### config.mk
export PLATFORM = sky130hd
export DESIGN_NAME = float_to_fixed_offset_pipe
export DESIGN_NICKNAME = d
export VERILOG_FILES = /design/src/rtl/float_fixed_pkg.sv /design/src/rtl/fixed_sat_sub.sv /design/src/rtl/float_to_fixed_offset_pipe.sv
export SDC_FILE = /design/constraint.sdc
export NUM_CORES = 1
export LEC_CHECK = 0
export BUFFER_PORTS_ARGS = -buffer_cell sky130_fd_sc_hd__buf_2
export CAP_MARGIN = 10
export CORE_UTILIZATION = 33
export CTS_CLUSTER_DIAMETER = 40
export DETAILED_ROUTE_END_ITERATION = 12
export GPL_ROUTABILITY_DRIVEN = 0
export GPL_TIMING_DRIVEN = 0
export PLACE_DENSITY = 0.47
export SLEW_MARGIN = 20
export SYNTH_ARGS = -nofsm -noshare
export SYNTH_HDL_FRONTEND = slang
export SYNTH_SLANG_ARGS = --single-unit
### constraint.sdc
create_clock -name clk -period 6.6 [get_ports clk]
set_clock_uncertainty 0.1 [all_clocks]
set_input_delay 0.99 -clock clk [delete_from_list [all_inputs] [get_ports clk]]
set_output_delay 0.99 -clock clk [all_outputs]
set_load 0.005 [all_outputs]
### src/rtl/float_fixed_pkg.sv
`default_nettype none
// ============================================================================
//  Module      : float_fixed_pkg
//  Description : Shared IEEE-754 single-precision field constants, operand
//                class encoding, rounding-mode codes and fixed-point width
//                derivation used by the float-to-fixed front end and the
//                CORDIC datapath.
//  Revision    : 1.0 - initial release
// ============================================================================
package float_fixed_pkg;

    // IEEE-754 single-precision layout
    localparam int EXP_W    = 8;
    localparam int MAN_W    = 23;
    localparam int EXP_BIAS = 127;
    localparam int SIG_W    = MAN_W + 1;          // significand incl. hidden bit
    localparam logic [EXP_W-1:0] EXP_ALL_ONES = '1;

    // Operand classification
    typedef enum logic [1:0] {
        CLS_ZERO = 2'd0,                          // zero or denormal (flushed)
        CLS_NORM = 2'd1,
        CLS_INF  = 2'd2,
        CLS_NAN  = 2'd3
    } fp_class_t;

    // Rounding modes
    localparam logic RND_TRUNC = 1'b0;            // toward zero
    localparam logic RND_RNE   = 1'b1;            // nearest, ties to even

    // Signed fixed-point width: sign + integer + fraction bits
    function automatic int fixed_width(input int int_w, input int frac_w);
        return int_w + frac_w + 1;
    endfunction

endpackage : float_fixed_pkg
`default_nettype wire

### src/rtl/fixed_sat_sub.sv
`default_nettype none
// ============================================================================
//  Module      : fixed_sat_sub
//  Description : W-bit two's-complement subtract (a - b) with saturation to
//                the W-bit range. sat is high when the exact difference did
//                not fit and the output was clamped.
//  Revision    : 1.0 - initial release
// ============================================================================
module fixed_sat_sub #(
    parameter int W = 22
) (
    input  logic [W-1:0] a,
    input  logic [W-1:0] b,
    output logic [W-1:0] diff,
    output logic         sat
);

    localparam logic [W-1:0] SAT_MAX = {1'b0, {(W-1){1'b1}}};
    localparam logic [W-1:0] SAT_MIN = {1'b1, {(W-1){1'b0}}};

    // One guard bit makes the exact difference representable
    logic [W:0] w_wide;
    assign w_wide = {a[W-1], a} - {b[W-1], b};

    // Clamp when the two top bits disagree (result left the W-bit range)
    always_comb begin
        sat  = 1'b0;
        diff = w_wide[W-1:0];
        if (w_wide[W] != w_wide[W-1]) begin
            sat  = 1'b1;
            diff = w_wide[W] ? SAT_MIN : SAT_MAX;
        end
    end

endmodule : fixed_sat_sub
`default_nettype wire

### src/rtl/float_to_fixed_offset_pipe.sv
`default_nettype none
// ============================================================================
//  Module      : float_to_fixed_offset_pipe
//  Description : Pipelined IEEE-754 single to signed Q(INT_W.FRAC_W) fixed
//                converter with OFFSET subtraction and saturation. Front end
//                of the cosine CORDIC datapath, driven through a custom-
//                instruction start/done handshake gated by clk_en.
//                Ranks: S1 unpack, S2 align, S3 round/sign, then the output
//                rank applies the offset and raises done.
//  Revision    : 1.0 - initial release
// ============================================================================
module float_to_fixed_offset_pipe
    import float_fixed_pkg::*;
#(
    parameter int INT_W  = 8,
    parameter int FRAC_W = 13,
    parameter int OFFSET = 128
) (
    input  logic        clk,
    input  logic        reset,
    input  logic        clk_en,
    input  logic        start,
    input  logic [31:0] dataa,
    input  logic        round_mode,
    output logic [31:0] result,
    output logic        done,
    output logic        ovf
);

    localparam int W     = fixed_width(INT_W, FRAC_W);
    localparam int MAG_W = W - 1;

    // Alignment shift s = e - SHIFT_BIAS; a left shift of SHIFT_OVF_AT or
    // more puts the hidden bit at or above the sign position.
    localparam int SHIFT_BIAS   = EXP_BIAS + MAN_W - FRAC_W;
    localparam int SHIFT_OVF_AT = MAG_W - MAN_W;

    // Right shifts beyond RSH_MAX all give magnitude 0 with sticky set, so
    // the shifter only needs RSH_MAX extra low bits to capture guard/sticky.
    localparam int RSH_MAX = SIG_W + 3;
    localparam int EXT_W   = SIG_W + RSH_MAX;

    localparam logic [W-1:0] SAT_MAX    = {1'b0, {(W-1){1'b1}}};
    localparam logic [W-1:0] SAT_MIN    = {1'b1, {(W-1){1'b0}}};
    localparam logic [W-1:0] OFFSET_FIX = W'(OFFSET) << FRAC_W;

    if (W > 32) begin : g_width_check
        $error("float_to_fixed_offset_pipe: INT_W+FRAC_W+1 must not exceed 32");
    end

    // ------------------------------------------------------------------
    // S1: unpack
    // ------------------------------------------------------------------
    logic [EXP_W-1:0] w_exp;
    logic [MAN_W-1:0] w_frac;
    fp_class_t        w_cls;
    logic [SIG_W-1:0] w_sig;

    assign w_exp  = dataa[EXP_W+MAN_W-1:MAN_W];
    assign w_frac = dataa[MAN_W-1:0];

    // Classify operand; only normals carry a significand forward
    always_comb begin
        w_cls = CLS_NORM;
        w_sig = {1'b1, w_frac};
        if (w_exp == '0) begin
            w_cls = CLS_ZERO;
            w_sig = '0;
        end else if (w_exp == EXP_ALL_ONES) begin
            w_cls = (w_frac == '0) ? CLS_INF : CLS_NAN;
            w_sig = '0;
        end
    end

    logic             r1_valid;
    logic             r1_sign;
    logic [EXP_W-1:0] r1_exp;
    logic [SIG_W-1:0] r1_sig;
    logic             r1_rnd;
    fp_class_t        r1_cls;

    // S1 register: capture unpacked fields when start is accepted
    always_ff @(posedge clk) begin
        if (reset) begin
            r1_valid <= 1'b0;
            r1_sign  <= 1'b0;
            r1_exp   <= '0;
            r1_sig   <= '0;
            r1_rnd   <= RND_TRUNC;
            r1_cls   <= CLS_ZERO;
        end else if (clk_en) begin
            r1_valid <= start;
            r1_sign  <= dataa[31];
            r1_exp   <= w_exp;
            r1_sig   <= w_sig;
            r1_rnd   <= round_mode;
            r1_cls   <= w_cls;
        end
    end

    // ------------------------------------------------------------------
    // S2: align
    // ------------------------------------------------------------------
    logic signed [31:0] w_shift;
    logic [5:0]         w_lamt;
    logic [4:0]         w_ramt;
    logic [MAG_W-1:0]   w_left;
    logic [EXT_W-1:0]   w_ext;

    assign w_shift = $signed({24'd0, r1_exp}) - SHIFT_BIAS;
    assign w_lamt  = 6'(w_shift);
    assign w_ramt  = (w_shift < -RSH_MAX) ? 5'(RSH_MAX) : 5'(-w_shift);
    assign w_left  = MAG_W'(r1_sig) << w_lamt;
    assign w_ext   = {r1_sig, {RSH_MAX{1'b0}}} >> w_ramt;

    logic [MAG_W-1:0] w_mag;
    logic             w_guard;
    logic             w_sticky;
    logic             w_big;
    logic             w_nan;

    // Select shift direction, detect magnitude overflow and special classes
    always_comb begin
        w_mag    = '0;
        w_guard  = 1'b0;
        w_sticky = 1'b0;
        w_big    = 1'b0;
        w_nan    = 1'b0;
        case (r1_cls)
            CLS_NORM: begin
                if (w_shift >= SHIFT_OVF_AT) begin
                    w_big = 1'b1;
                end else if (w_shift >= 0) begin
                    w_mag = w_left;
                end else begin
                    w_mag    = MAG_W'(w_ext[EXT_W-1:RSH_MAX]);
                    w_guard  = w_ext[RSH_MAX-1];
                    w_sticky = |w_ext[RSH_MAX-2:0];
                end
            end
            CLS_INF:  w_big = 1'b1;
            CLS_NAN:  w_nan = 1'b1;
            default:  ;                           // zero/denormal: value 0
        endcase
    end

    logic             r2_valid;
    logic             r2_sign;
    logic [MAG_W-1:0] r2_mag;
    logic             r2_guard;
    logic             r2_sticky;
    logic             r2_big;
    logic             r2_nan;
    logic             r2_rnd;

    // S2 register: aligned magnitude with rounding context
    always_ff @(posedge clk) begin
        if (reset) begin
            r2_valid  <= 1'b0;
            r2_sign   <= 1'b0;
            r2_mag    <= '0;
            r2_guard  <= 1'b0;
            r2_sticky <= 1'b0;
            r2_big    <= 1'b0;
            r2_nan    <= 1'b0;
            r2_rnd    <= RND_TRUNC;
        end else if (clk_en) begin
            r2_valid  <= r1_valid;
            r2_sign   <= r1_sign;
            r2_mag    <= w_mag;
            r2_guard  <= w_guard;
            r2_sticky <= w_sticky;
            r2_big    <= w_big;
            r2_nan    <= w_nan;
            r2_rnd    <= r1_rnd;
        end
    end

    // ------------------------------------------------------------------
    // S3: round, apply sign, saturate the conversion
    // ------------------------------------------------------------------
    logic         w_inc;
    logic [W-1:0] w_rounded;
    logic         w_conv_sat;
    logic [W-1:0] w_conv;

    // Round-to-nearest-even increments on guard when sticky or LSB is set
    assign w_inc      = (r2_rnd == RND_RNE) & r2_guard & (r2_sticky | r2_mag[0]);
    assign w_rounded  = {1'b0, r2_mag} + W'(w_inc);
    assign w_conv_sat = r2_big | w_rounded[W-1];

    // Negative zero collapses to zero through the two's-complement negate
    always_comb begin
        w_conv = r2_sign ? (-w_rounded) : w_rounded;
        if (w_conv_sat) begin
            w_conv = r2_sign ? SAT_MIN : SAT_MAX;
        end
    end

    logic         r3_valid;
    logic [W-1:0] r3_value;
    logic         r3_sat;
    logic         r3_nan;

    // S3 register: signed, saturated conversion result
    always_ff @(posedge clk) begin
        if (reset) begin
            r3_valid <= 1'b0;
            r3_value <= '0;
            r3_sat   <= 1'b0;
            r3_nan   <= 1'b0;
        end else if (clk_en) begin
            r3_valid <= r2_valid;
            r3_value <= w_conv;
            r3_sat   <= w_conv_sat;
            r3_nan   <= r2_nan;
        end
    end

    // ------------------------------------------------------------------
    // Output rank: subtract the scaled offset and saturate again
    // ------------------------------------------------------------------
    logic [W-1:0] w_diff;
    logic         w_sub_sat;

    fixed_sat_sub #(
        .W    (W)
    ) u_offset_sub (
        .a    (r3_value),
        .b    (OFFSET_FIX),
        .diff (w_diff),
        .sat  (w_sub_sat)
    );

    // Output register: result and ovf change only for a valid operation
    always_ff @(posedge clk) begin
        if (reset) begin
            result <= '0;
            done   <= 1'b0;
            ovf    <= 1'b0;
        end else if (clk_en) begin
            done <= r3_valid;
            if (r3_valid) begin
                result <= 32'(signed'(w_diff));
                ovf    <= r3_sat | w_sub_sat | r3_nan;
            end
        end
    end

endmodule : float_to_fixed_offset_pipe
`default_nettype wire

==> reports/metrics.yaml <==
clocking:
  clk_path_buf_depth: 2
  cts_tree: "yes"
  cts_setup_buffers: 0
  cts_num_sinks: 114
  clk_pin_slew_ps: 70
  htree_levels: 4
  cts-resized-gates: 0
  cts-root-buf: "clkbuf_16"
  clk_latency_ps: 430
  cts_buffers: 17
  hold_buffers: 0
timing:
  fin_ws_ps: 1560
  rsz0062_at_grt: "no"
  fin_crit_ps: 5040
  max_freq_mhz: 198
  slew_headroom_pct: 30.5
  tns_ps: 0
  fin_crit_sh_pct: 76.4
  setup_viol: 0
  finalMaxSlewViolations: 0
  hold_viol: 0
  worst_pin_slew_ps: 1040
routing:
  via_per_inst: 5.72
  wl_per_cell_um: 19.7
  wl_mm: 27.0
  drtPass1Iterations: 9
  drtAntennaViolNets: 0
  num_vias: 7834
  drcViolationCount: 0
  drt_iter0_drc: 809
floorplan:
  core_area_mm2: 0.0227
  die_area_mm2: 0.0238
  num_rows: 55
  die_h_um: 154
  initial_utilization_pct: 33.7
  ios: 71
  die_w_um: 154
placed_design:
  numPortBuffers: 69
  dp_hpwl_mm: 20.4
  placed_area_mm2: 0.00835
  dp_slack_ps: 1700
  dp_cells: 1338
synthesis:
  ys_ff_latch: 114
  synth_area_mm2: 0.00764
  yosysTopAreaCell: "dfxtp_1"
  ys.flop_type: "dfxtp_1"
  synthCells: 984
  post_synth.cell_area_avg_um2: 7.77
  postSynth.asyncResetShare_pct: 0
  ys_types: 76
  syn_nets: 1030
  yosysWarnings: 0
  synth-edff-count: 0
  ys_seq_area_share_pct: 29.9
  synth_top_cells_by_area: "dfxtp_1 30%, nor2_1 7.3%, mux2i_1 6.5%"
  synth_top_area_share_pct: 29.9
pwr:
  switching_share_pct: 33.6
  power.density_mw_per_mm2: 236
  p_leak_uw: 0.00347
  ir_drop_mv: 0.140
  p_comb_share_pct: 20.7
  pwr-share-seq_pct: 34.6
  power.switching_uw: 708
  clkPwrFrac_pct: 44.6
  p_int_uw: 1400
  power_uw: 2110
grt:
  track_usage_pct: 23.3
  grt_pass1_wl_mm: 43.0
  grt_pass1_vias: 7276
  overflow: 0
  grt_max_degree: 17
  antenna_found_initial: 0
layout:
  syn2layout_area_growth_pct: 17.0
  fin_cells: 1370
  fin_area_mm2: 0.00894
  drive_gt1_share_pct: 15.4
  final_common_cell: "nor2_1"
  antenna_cells: 0
  final_nets: 1118
  final_cell_mix: "149 x nor2_1, 114 x dfxtp_1, 86 x buf_2"
worst_setup_path:
  critical_path.top_delay_family: "buffers and inverters"
  cp-end-kind: "register"
  critPathMaxStageDelay_ps: 510
  crit_chain: "buf_2, inv_1, clkbuf_1, ha_1, buf_2, buf_1, buf_2, buf_2, mux2i_1, mux2i_1, nor2_1, a21oi_1, o22ai_1, mux2i_1, nor4_1, nand4_1, a22o_1"
  critPathSlowestCell: "dfxtp_1"
  required_ps: 6820
  crit_path_start_kind: "register"
  path_max_fanout: 10
  path_class: "reg2reg"
  cp_common_cell: "buf_2"
  cp.arrival_ps: 5260
  path_buf_inv: 7
worst_hold_path:
  hold_path.class: "reg2reg"
outcome:
  status: "finished, final reports clean"
flow_run:
  drv_cap: 0
[area by class of cell]
cell class | instances | area, µm²
Clock inverter | 15 | 165
Inverter | 18 | 67.6
Tap cell | 285 | 357
Fill cell | 2441 | 13800
Buffer | 96 | 435
Sequential cell | 114 | 2280
Multi-Input combinational cell | 756 | 4860
Timing Repair Buffer | 69 | 345
Clock buffer | 17 | 425
[Yosys cell counts, drive strengths merged, types with 4 or more instances]
master / instances
clkbuf: 58
a21o: 6
nand2b: 4
xor2: 18
nor3: 28
a211oi: 17
nand4: 15
buf: 38
a222oi: 6
nor4: 10
nand3: 25
and2: 4
nand4b: 4
and3: 12
o21ai: 54
nor2: 151
o31ai: 4
nor2b: 8
mux4: 4
nand2: 70
mux2: 10
o22ai: 12
a2bb2oi: 6
dfxtp: 114
xnor2: 19
mux2i: 50
o221ai: 7
o211ai: 11
a22oi: 57
a31oi: 11
or3: 6
a21oi: 61
a32oi: 6
inv: 18
ha: 9
[power groups by stage]
stage | Sequential, µW | Combinational, µW | Clock [µW]
5_1_grt | 733 | 472 | 989
4_1_cts | 730 | 428 | 960
2_1_floorplan | 736 | 301 | 0
3_3_place_gp | 745 | 428 | 0
3_5_place_dp | 745 | 426 | 0
6_report | 730 | 437 | 941
[through the flow]
stage	hold WS [ps]	utilization, %
2_1_floorplan	325	-
3_5_place_dp	365	36.8
3_3_place_gp	359	36.7
4_1_cts	376	39.4
6_report	376	39.4
5_1_grt	411	39.4
[worst paths after layout]
path          startpoint           to  slack [ps]  cells past startpoint
max            r1_exp[0]    r2_sticky        1560                     17
min          r3_value[1]  r3_value[1]         380                      2
max reg2reg    r1_exp[0]    r2_sticky        1560                     17
min reg2reg  r3_value[1]  r3_value[1]         380                      2
[worst reg2reg max path, stage by stage, from the launching register on]
cell and delay [ps]:
dfxtp_1 510, buf_2 300, inv_1 80, clkbuf_1 300, ha_1 390, buf_2 240
buf_1 500, buf_2 400, buf_2 380, mux2i_1 230, mux2i_1 90, nor2_1 130
a21oi_1 80, o22ai_1 300, mux2i_1 190, nor4_1 390, nand4_1 130, a22o_1 200
[metal layers]
metal	part of all wire, %	vias to the layer above	track usage (%)
met5	0	-	0
met1	48	3718	32.6
met4	1.9	0	7.95
li1	-	3810	-
met2	44	271	36.1
met3	5.8	35	3.81
[flip-flops by register name, summed over array words and instances, names as in the netlist, 2 cells and up]
name	cells
r1_exp	8
r2_mag	21
result	22
r1_sig	24
r1_cls	2
r3_value	22
[logic make-up after synthesis]
family | count (synthesis) | share of synthesized area (%)
AO/OA/AOI/OAI | 298 | 26.8
XOR/XNOR | 38 | 5.24
adder cells (fa/ha/maj) | 9 | 1.47
buffers and inverters | 114 | 6.58
flip-flops | 114 | 29.9
multiplexers | 64 | 9.20
AND/OR/NAND/NOR | 347 | 20.9
Note: power is estimated with default switching activity, not from simulation.
